<file path="config.mk">
export PLATFORM = sky130hd
export DESIGN_NAME = line_window_buffer
export DESIGN_NICKNAME = d
export VERILOG_FILES = /design/src/rtl/line_window_buffer.sv
export SDC_FILE = /design/constraint.sdc
export NUM_CORES = 1
export LEC_CHECK = 0
export CORE_UTILIZATION = 30
export CTS_BUF_LIST = sky130_fd_sc_hd__clkbuf_16
export CTS_CLUSTER_DIAMETER = 60
export DETAILED_ROUTE_END_ITERATION = 12
export PLACE_DENSITY = 0.47
export SLEW_MARGIN = 20
export SYNTH_ARGS = -nofsm -noshare
export SYNTH_HDL_FRONTEND = slang
export SYNTH_SLANG_ARGS = --single-unit
</file>
<file path="constraint.sdc">
create_clock -name clk -period 3.95 [get_ports clk]
set_input_delay 0.395 -clock clk [delete_from_list [all_inputs] [get_ports clk]]
set_output_delay 0.395 -clock clk [all_outputs]
set_load 0.03 [all_outputs]
</file>
<file path="src/rtl/line_window_buffer.sv">
// Sliding KxK window generator over a raster pixel stream, using K-1 line RAMs
// indexed by column and a KxK shift register of column taps.
module line_window_buffer #(
   parameter int DATA_WIDTH    = 16,
   parameter int KERNEL_LENGTH = 3,
   parameter int LINE_WIDTH    = 8
) (
   input  logic                                                      clk,
   input  logic                                                      rst_n,
   input  logic                                                      in_valid,
   output logic                                                      in_ready,
   input  logic [DATA_WIDTH-1:0]                                     din,
   input  logic                                                      in_last,
   output logic                                                      out_valid,
   input  logic                                                      out_ready,
   output logic [KERNEL_LENGTH-1:0][KERNEL_LENGTH-1:0][DATA_WIDTH-1:0] dout,
   output logic                                                      frame_done,
   output logic                                                      frame_err
);

   localparam int CW = (LINE_WIDTH > 1) ? $clog2(LINE_WIDTH) : 1;
   localparam int RW = $clog2(KERNEL_LENGTH);
   localparam logic [CW-1:0] COL_LAST  = CW'(LINE_WIDTH - 1);
   localparam logic [CW-1:0] COL_FIRST = CW'(KERNEL_LENGTH - 1);
   localparam logic [RW-1:0] ROW_LAST  = RW'(KERNEL_LENGTH - 1);

   logic [CW-1:0]                                  col_r;
   logic [RW-1:0]                                  row_r;
   logic                                           accept_s;
   logic                                           qualify_s;
   logic [KERNEL_LENGTH-1:0][DATA_WIDTH-1:0]       tap_s;
   logic [DATA_WIDTH-1:0] line_mem [0:KERNEL_LENGTH-2][0:LINE_WIDTH-1];

   assign in_ready  = !out_valid || out_ready;
   assign accept_s  = in_valid && in_ready;
   // row_r saturates, so reaching ROW_LAST means K-1 real rows sit in the RAMs
   assign qualify_s = accept_s && (row_r == ROW_LAST) && (col_r >= COL_FIRST);

   // Column taps: stored rows at the current column plus the incoming pixel
   always_comb begin
      tap_s = '0;
      for (int k = 0; k < KERNEL_LENGTH - 1; k++) begin
         tap_s[k] = line_mem[k][col_r];
      end
      tap_s[KERNEL_LENGTH-1] = din;
   end

   // Line RAMs: read-before-write at the same column, rows shift up by one
   always_ff @(posedge clk) begin
      if (accept_s) begin
         for (int k = 0; k < KERNEL_LENGTH - 1; k++) begin
            line_mem[k][col_r] <= tap_s[k+1];
         end
      end
   end

   // Raster position counters and frame status
   always_ff @(posedge clk or negedge rst_n) begin
      if (!rst_n) begin
         col_r      <= '0;
         row_r      <= '0;
         frame_done <= 1'b0;
         frame_err  <= 1'b0;
      end else begin
         frame_done <= accept_s && in_last;
         if (accept_s) begin
            if (in_last) begin
               col_r <= '0;
               row_r <= '0;
               if (col_r != COL_LAST) begin
                  frame_err <= 1'b1;
               end
            end else if (col_r == COL_LAST) begin
               col_r <= '0;
               if (row_r != ROW_LAST) begin
                  row_r <= row_r + RW'(1);
               end
            end else begin
               col_r <= col_r + CW'(1);
            end
         end
      end
   end

   // Window shift register and its valid flag
   always_ff @(posedge clk or negedge rst_n) begin
      if (!rst_n) begin
         dout      <= '0;
         out_valid <= 1'b0;
      end else begin
         if (accept_s) begin
            for (int i = 0; i < KERNEL_LENGTH; i++) begin
               for (int j = 0; j < KERNEL_LENGTH - 1; j++) begin
                  dout[i][j] <= dout[i][j+1];
               end
               dout[i][KERNEL_LENGTH-1] <= tap_s[i];
            end
         end
         if (qualify_s) begin
            out_valid <= 1'b1;
         end else if (out_ready) begin
            out_valid <= 1'b0;
         end
      end
   end

endmodule

</file>
==> impl_metrics.toml, run 1 <==
[grt]
overflow = 0
grt_pass1_wl_um = 60900
antenna_found_initial = 0
first_global_vias = 9423
grt_use_total_pct = 15.2
grt_start_max_net_pins = 154

[floorplan]
initial_utilization_pct = 30.6
core.rowCount = 83
core_region_area_um2 = 51600
die_h_um = 231
io_pins = 169
die_area_um2 = 53500
die_w_um = 231

[final_layout]
multiInputGateArea_um2 = 3880
area_growth_pct = 26.0
final_nets = 1347
stdcell_area_um2 = 19900
drive_gt1_share_pct = 11.6
finalCoreUtilization_pct = 38.5
antenna_cells = 0
fillerInstances = 4908
final-seq-area_um2 = 11500

[drt]
postRouteAntennaNets = 0
firstDrtPassIters = 4
drc = 0
vias = 9404
avgRoutedWirePerCell_um = 19.8
drt_iter0_markers = 733
routed_via_density = 4.61
routed_wirelength_um = 40300

[placement]
pre_cts_slack_ns = 1.08
place_hpwl_um = 24200
io_buffers = 168
place_area_um2 = 18300
place_congestion = 0.758

[synth]
yosysSeqAreaShare_pct = 72.9
yosys.area.top_type = "edfxtp_1"
synth_seq_cells = 408
synth_top_area_share_pct = 48.7
avgSynthCellArea_um2 = 13.9
synth_cells = 1135
synth_common_cells = "351 x nand2_1, 256 x edfxtp_1, 152 x dfrtp_1"
synthTopCellsByArea = "edfxtp_1 49%, dfrtp_1 24%, nand2_1 8.4%"
synth.most_common_cell = "nand2_1"
syn_nets = 1160
synth-edff-count = 256
netlist_area_um2 = 15800
synth_flop_cell = "edfxtp_1"
synthArstFlopShare_pct = 37.3
yosys_warnings = 0
synth_cell_types = 47

[clock_network]
clockBufferDepth = 3
postCtsSetupBuffers = 0
clkSinkCount = 408
clk_pin_slew_ns = 0.06
h-tree-depth = 2
cts_buffers = 46
cts_tree = "built"
clock_latency_ns = 0.57
cts.root.buffer_cell = "clkbuf_16"

[pwr]
p_sw_share_pct = 28.9
ir_drop_mv = 0.382
internal-power_mw = 8.74
leakagePower_nw = 7.57
combinationalPowerShare_pct = 19.5
p_clk_share_pct = 36.5
p_per_area_nw_per_um2 = 618
pwr-share-seq_pct = 44.0
power_switching_mw = 3.55

[timing]
setup_violations = 0
hold_ws_ns = 0.428
slew_headroom_pct = 30.8
finalSetupTns_ns = 0
max_freq_mhz = 357
rsz0062_at_grt = "no"
worst_slack_ns = 1.15
hold_violations = 0
drv_slew = 0
period_needed_ns = 2.80
fin_skew_ns = 0.0114
finalCritPeriodShare_pct = 70.9
worst_pin_slew_ns = 1.04

[critical_path]
path_class = "reg2reg"
crit_path_start_kind = "flip-flop"
arrival_ns = 3.30
worst_setup_path_end_kind = "flip-flop"
critical_path_required_ns = 4.45
cp_max_fo = 58

[worst_hold_path]
hp-class = "in2async"

[job]
maxCapViolCount = 0

[outcome]
status = "finished clean"
## worst max-delay path, cell delays in order, from the launching register on
cell      delay, ns
dfrtp_4        0.98
buf_4          0.36
mux2i_1        0.12
a221oi_2       0.81
mux2_2         0.30
## metrics by stage
| step | power, mW | cells |
|---|---|---|
| CTS | 12.5 | 2040 |
| finish | 12.3 | 2040 |
| detailed placement | 7.93 | 1953 |
| global placement | 7.91 | 1953 |
| global route | 12.8 | 2040 |
| floorplan | 6.78 | 1135 |
## cell type report
| cell class | instances | area share, % |
|---|---|---|
| Clock buffer | 49 | 6.17 |
| Sequential cell | 408 | 57.9 |
| Inverter | 12 | 0.227 |
| Clock inverter | 37 | 1.89 |
| Tap cell | 680 | 4.28 |
| Timing Repair Buffer | 203 | 10.1 |
| Multi-Input combinational cell | 651 | 19.5 |
## worst paths after layout
check / startpoint / to / slack (ns) / depth (start not counted)
worst max register to register: col_r[2]$_DFFE_PN0P_ / dout[93]$_DFFE_PN0P_ / 1.15 / 4
min in group clk: dout[15]$_DFFE_PN0P_ / dout[15]$_DFFE_PN0P_ / 0.47 / 2
worst min-delay path: rst_n / dout[7]$_DFFE_PN0P_ / 0.43 / 2
worst max-delay path: col_r[2]$_DFFE_PN0P_ / dout[93]$_DFFE_PN0P_ / 1.15 / 4
worst min register to register: dout[15]$_DFFE_PN0P_ / dout[15]$_DFFE_PN0P_ / 0.47 / 2
max in group asynchronous: rst_n / dout[137]$_DFFE_PN0P_ / 2.64 / 3
## registers in the layout (all words and copies together) (netlist names)
name        count
dout          144
row_r           2
frame_err       1
col_r           3
line_mem      256
frame_done      1
out_valid       1
## metal layers
metal  vias to the layer above  GRT usage [%]  share of wire, %
li1                       4419              -                 -
met1                      4745           21.3                47
met2                       194           23.8                47
met3                        46           3.31               4.6
met4                         0           3.31               1.4
met5                         -              0                 0
## logic make-up after synthesis
kind of cell             Yosys count  share of synthesized area (%)
multiplexers                     114                           7.73
adder cells (fa/ha/maj)            4                          0.317
buffers and inverters             76                           2.79
AND/OR/NAND/NOR                  412                           10.3
flip-flops                       408                           72.9
AO/OA/AOI/OAI                    121                           6.04
## cell usage in the layout (no fill, tap or decap), drive strengths merged, types with 2 or more instances in the layout
| cell type | instances |
|---|---|
| a211o | 2 |
| a21boi | 2 |
| a21oi | 9 |
| a221oi | 21 |
| a22o | 8 |
| a22oi | 7 |
| a31oi | 14 |
| and2 | 3 |
| and2b | 2 |
| and3 | 3 |
| buf | 35 |
| bufinv | 8 |
| clkbuf | 49 |
| clkdlybuf4s50 | 167 |
| clkinv | 18 |
| clkinvlp | 2 |
| dfrtp | 152 |
| edfxtp | 256 |
| ha | 4 |
| inv | 21 |
| mux2 | 42 |
| mux2i | 70 |
| mux4 | 2 |
| nand2 | 351 |
| nand2b | 5 |
| nand3 | 4 |
| nor2 | 33 |
| nor2b | 4 |
| nor3 | 4 |
| o211ai | 4 |
| o21ai | 18 |
| o221ai | 9 |
| o22a | 4 |
| o22ai | 13 |
| o2bb2ai | 6 |
## timing repair
item	in CTS	in global routing
hold buffers	1	0
endpoints found under the setup margin	0	0
resized for setup	0	0
endpoints found under the hold margin	77	0
## power by group through the flow
stage / clock network [mW] / registers [mW] / logic, mW
2_1_floorplan: 0 / 5.96 / 0.818
3_3_place_gp: 0 / 5.49 / 2.41
3_5_place_dp: 0 / 5.50 / 2.43
4_1_cts: 4.60 / 5.42 / 2.43
5_1_grt: 4.77 / 5.46 / 2.57
6_report: 4.48 / 5.40 / 2.40
No activity file was read; power rests on OpenSTA's default activity.
==> run 2: changes to the inputs <==
- clock period: 3.95 -> 2.3 ns (I/O delays scaled with it)
==> run 2 against run 1 <==
  * Utilization up 0.59 points
  * First-iteration DRC count decreased by 20%
  * Wire length increased by 2.8%
  * Worst setup slack got worse by 1.0 ns
  * Global-route usage is 0.54 points higher
  * Clock skew up 0.0048 ns
  * Largest cell class unchanged
  * Total power increased by 66%
  * Largest power group unchanged
  * Fmax rose by 28%
  * Sequential share of layout area shrank 0.87 points
==> impl_metrics.toml, run 2 (same netlist as run 1, synthesis figures left out) <==
[final_layout]
layout_common_cells = "349 x nand2_1, 256 x edfxtp_1, 167 x clkdlybuf4s50_1"
top_register = "line_mem"
top_regs = "line_mem (256), dout (144), col_r (3)"
final_nets = 1376
largest_register_ffs = 256
antenna_cells = 0
drive_gt1_share_pct = 12.8
area_growth_pct = 27.9
final_common_cell = "nand2_1"

[placement]
io_buffers = 168
place_hpwl_um = 26400
pre_cts_slack_ns = 0.175
place_congestion = 0.745

[timing]
worst_pin_slew_ns = 0.847
period_needed_ns = 2.19
slew_headroom_pct = 43.5
finalCritPeriodShare_pct = 95.3
fin_skew_ns = 0.0161
hold_violations = 0
drv_slew = 0
rsz0062_at_grt = "no"
max_freq_mhz = 456
finalSetupTns_ns = 0
worst_slack_ns = 0.108
setup_violations = 0

[pwr]
power_switching_mw = 6.10
p_per_area_nw_per_um2 = 1010
leakagePower_nw = 7.69
p_sw_share_pct = 30.0
pwr-share-seq_pct = 45.5
p_clk_share_pct = 33.2
internal-power_mw = 14.3
ir_drop_mv = 0.467
combinationalPowerShare_pct = 21.2

[critical_path]
arrival_ns = 2.69
path_class = "reg2reg"
cp_max_fo = 18
crit_path_start_kind = "flip-flop"
critical_path_required_ns = 2.80
worst_setup_path_end_kind = "flip-flop"

[drt]
firstDrtPassIters = 5
drc = 0
postRouteAntennaNets = 0
routed_via_density = 4.61
routed_wirelength_um = 41400
avgRoutedWirePerCell_um = 20.0
vias = 9542
drt_iter0_markers = 586

[grt]
first_global_vias = 9692
antenna_found_initial = 0
grt_use_total_pct = 15.7
gr-usage-met2_pct = 25.9
grt_pass1_wl_um = 62900
grt_start_max_net_pins = 99
grt.busiest_layer = "met2"
met1_usage_pct = 21.1
overflow = 0
use_met3_pct = 2.72

[clock_network]
clk_pin_slew_ns = 0.06
clkSinkCount = 408
h-tree-depth = 2
clock_latency_ns = 0.56
cts_tree = "built"
cts_buffers = 48
postCtsSetupBuffers = 0
cts.root.buffer_cell = "clkbuf_16"
clockBufferDepth = 3
hold_buffers = 1
post_cts_resized = 0

[job]
maxCapViolCount = 0

[floorplan]
core.rowCount = 83
die_w_um = 231
initial_utilization_pct = 30.6
io_pins = 169
die_h_um = 231
die_area_um2 = 53500
core_region_area_um2 = 51600

[outcome]
status = "finished clean"

[worst_hold_path]
hp-class = "in2async"
run 2: worst max-delay path: stages (launching register included):
cell	delay, ns
dfrtp_4	0.61
buf_4	0.25
mux2_1	0.22
o22ai_1	0.10
a221oi_2	0.65
mux2_2	0.28
run 2: routing by layer:
metal  routed length [um]  vias to the layer above
met5                    0                        -
met4                  869                        0
met3                 1940                       62
met2                20000                      224
met1                18600                     4752
li1                     -                     4504
run 2: final cells by class:
class,count,area [um2]
sequential,408,11500
fill,4900,31400
timing repair buffer,230,2440
clock buffer,49,1230
inverter,12,45.0
multi-input combinational,651,3940
clock inverter,39,181
tap,680,851
run 2: power groups by stage:
stage / clock network, mW / logic (mW) / registers (mW)
2_1_floorplan: 0 / 1.43 / 10.2
3_3_place_gp: 0 / 4.35 / 9.43
3_5_place_dp: 0 / 4.37 / 9.44
4_1_cts: 6.97 / 4.38 / 9.30
5_1_grt: 7.25 / 4.63 / 9.37
6_report: 6.77 / 4.32 / 9.27
run 2: path summary, 6_finish.rpt:
| path | slack, ns | endpoint | depth (start not counted) | startpoint |
|---|---|---|---|---|
| min | 0.18 | dout[111]$_DFFE_PN0P_ | 2 | rst_n |
| max | 0.11 | dout[91]$_DFFE_PN0P_ | 5 | col_r[2]$_DFFE_PN0P_ |
| max reg2reg | 0.11 | dout[91]$_DFFE_PN0P_ | 5 | col_r[2]$_DFFE_PN0P_ |
| min in group clk | 0.34 | out_valid$_DFFE_PN0P_ | 3 | out_ready |
| max in group asynchronous | 1.42 | dout[134]$_DFFE_PN0P_ | 3 | rst_n |
| min reg2reg | 0.47 | dout[7]$_DFFE_PN0P_ | 2 | dout[7]$_DFFE_PN0P_ |
run 2: through the flow:
stage	area, um2	cells	power [mW]	util [%]	hold WS (ns)
6_report	20200	2069	20.4	39.1	0.181
5_1_grt	20200	2069	21.2	39.1	0.203
4_1_cts	20200	2069	20.7	39.1	0.179
3_5_place_dp	18800	1980	13.8	36.3	0.212
3_3_place_gp	18800	1980	13.8	36.3	0.214
2_1_floorplan	15900	1135	11.7	-	-0.0656
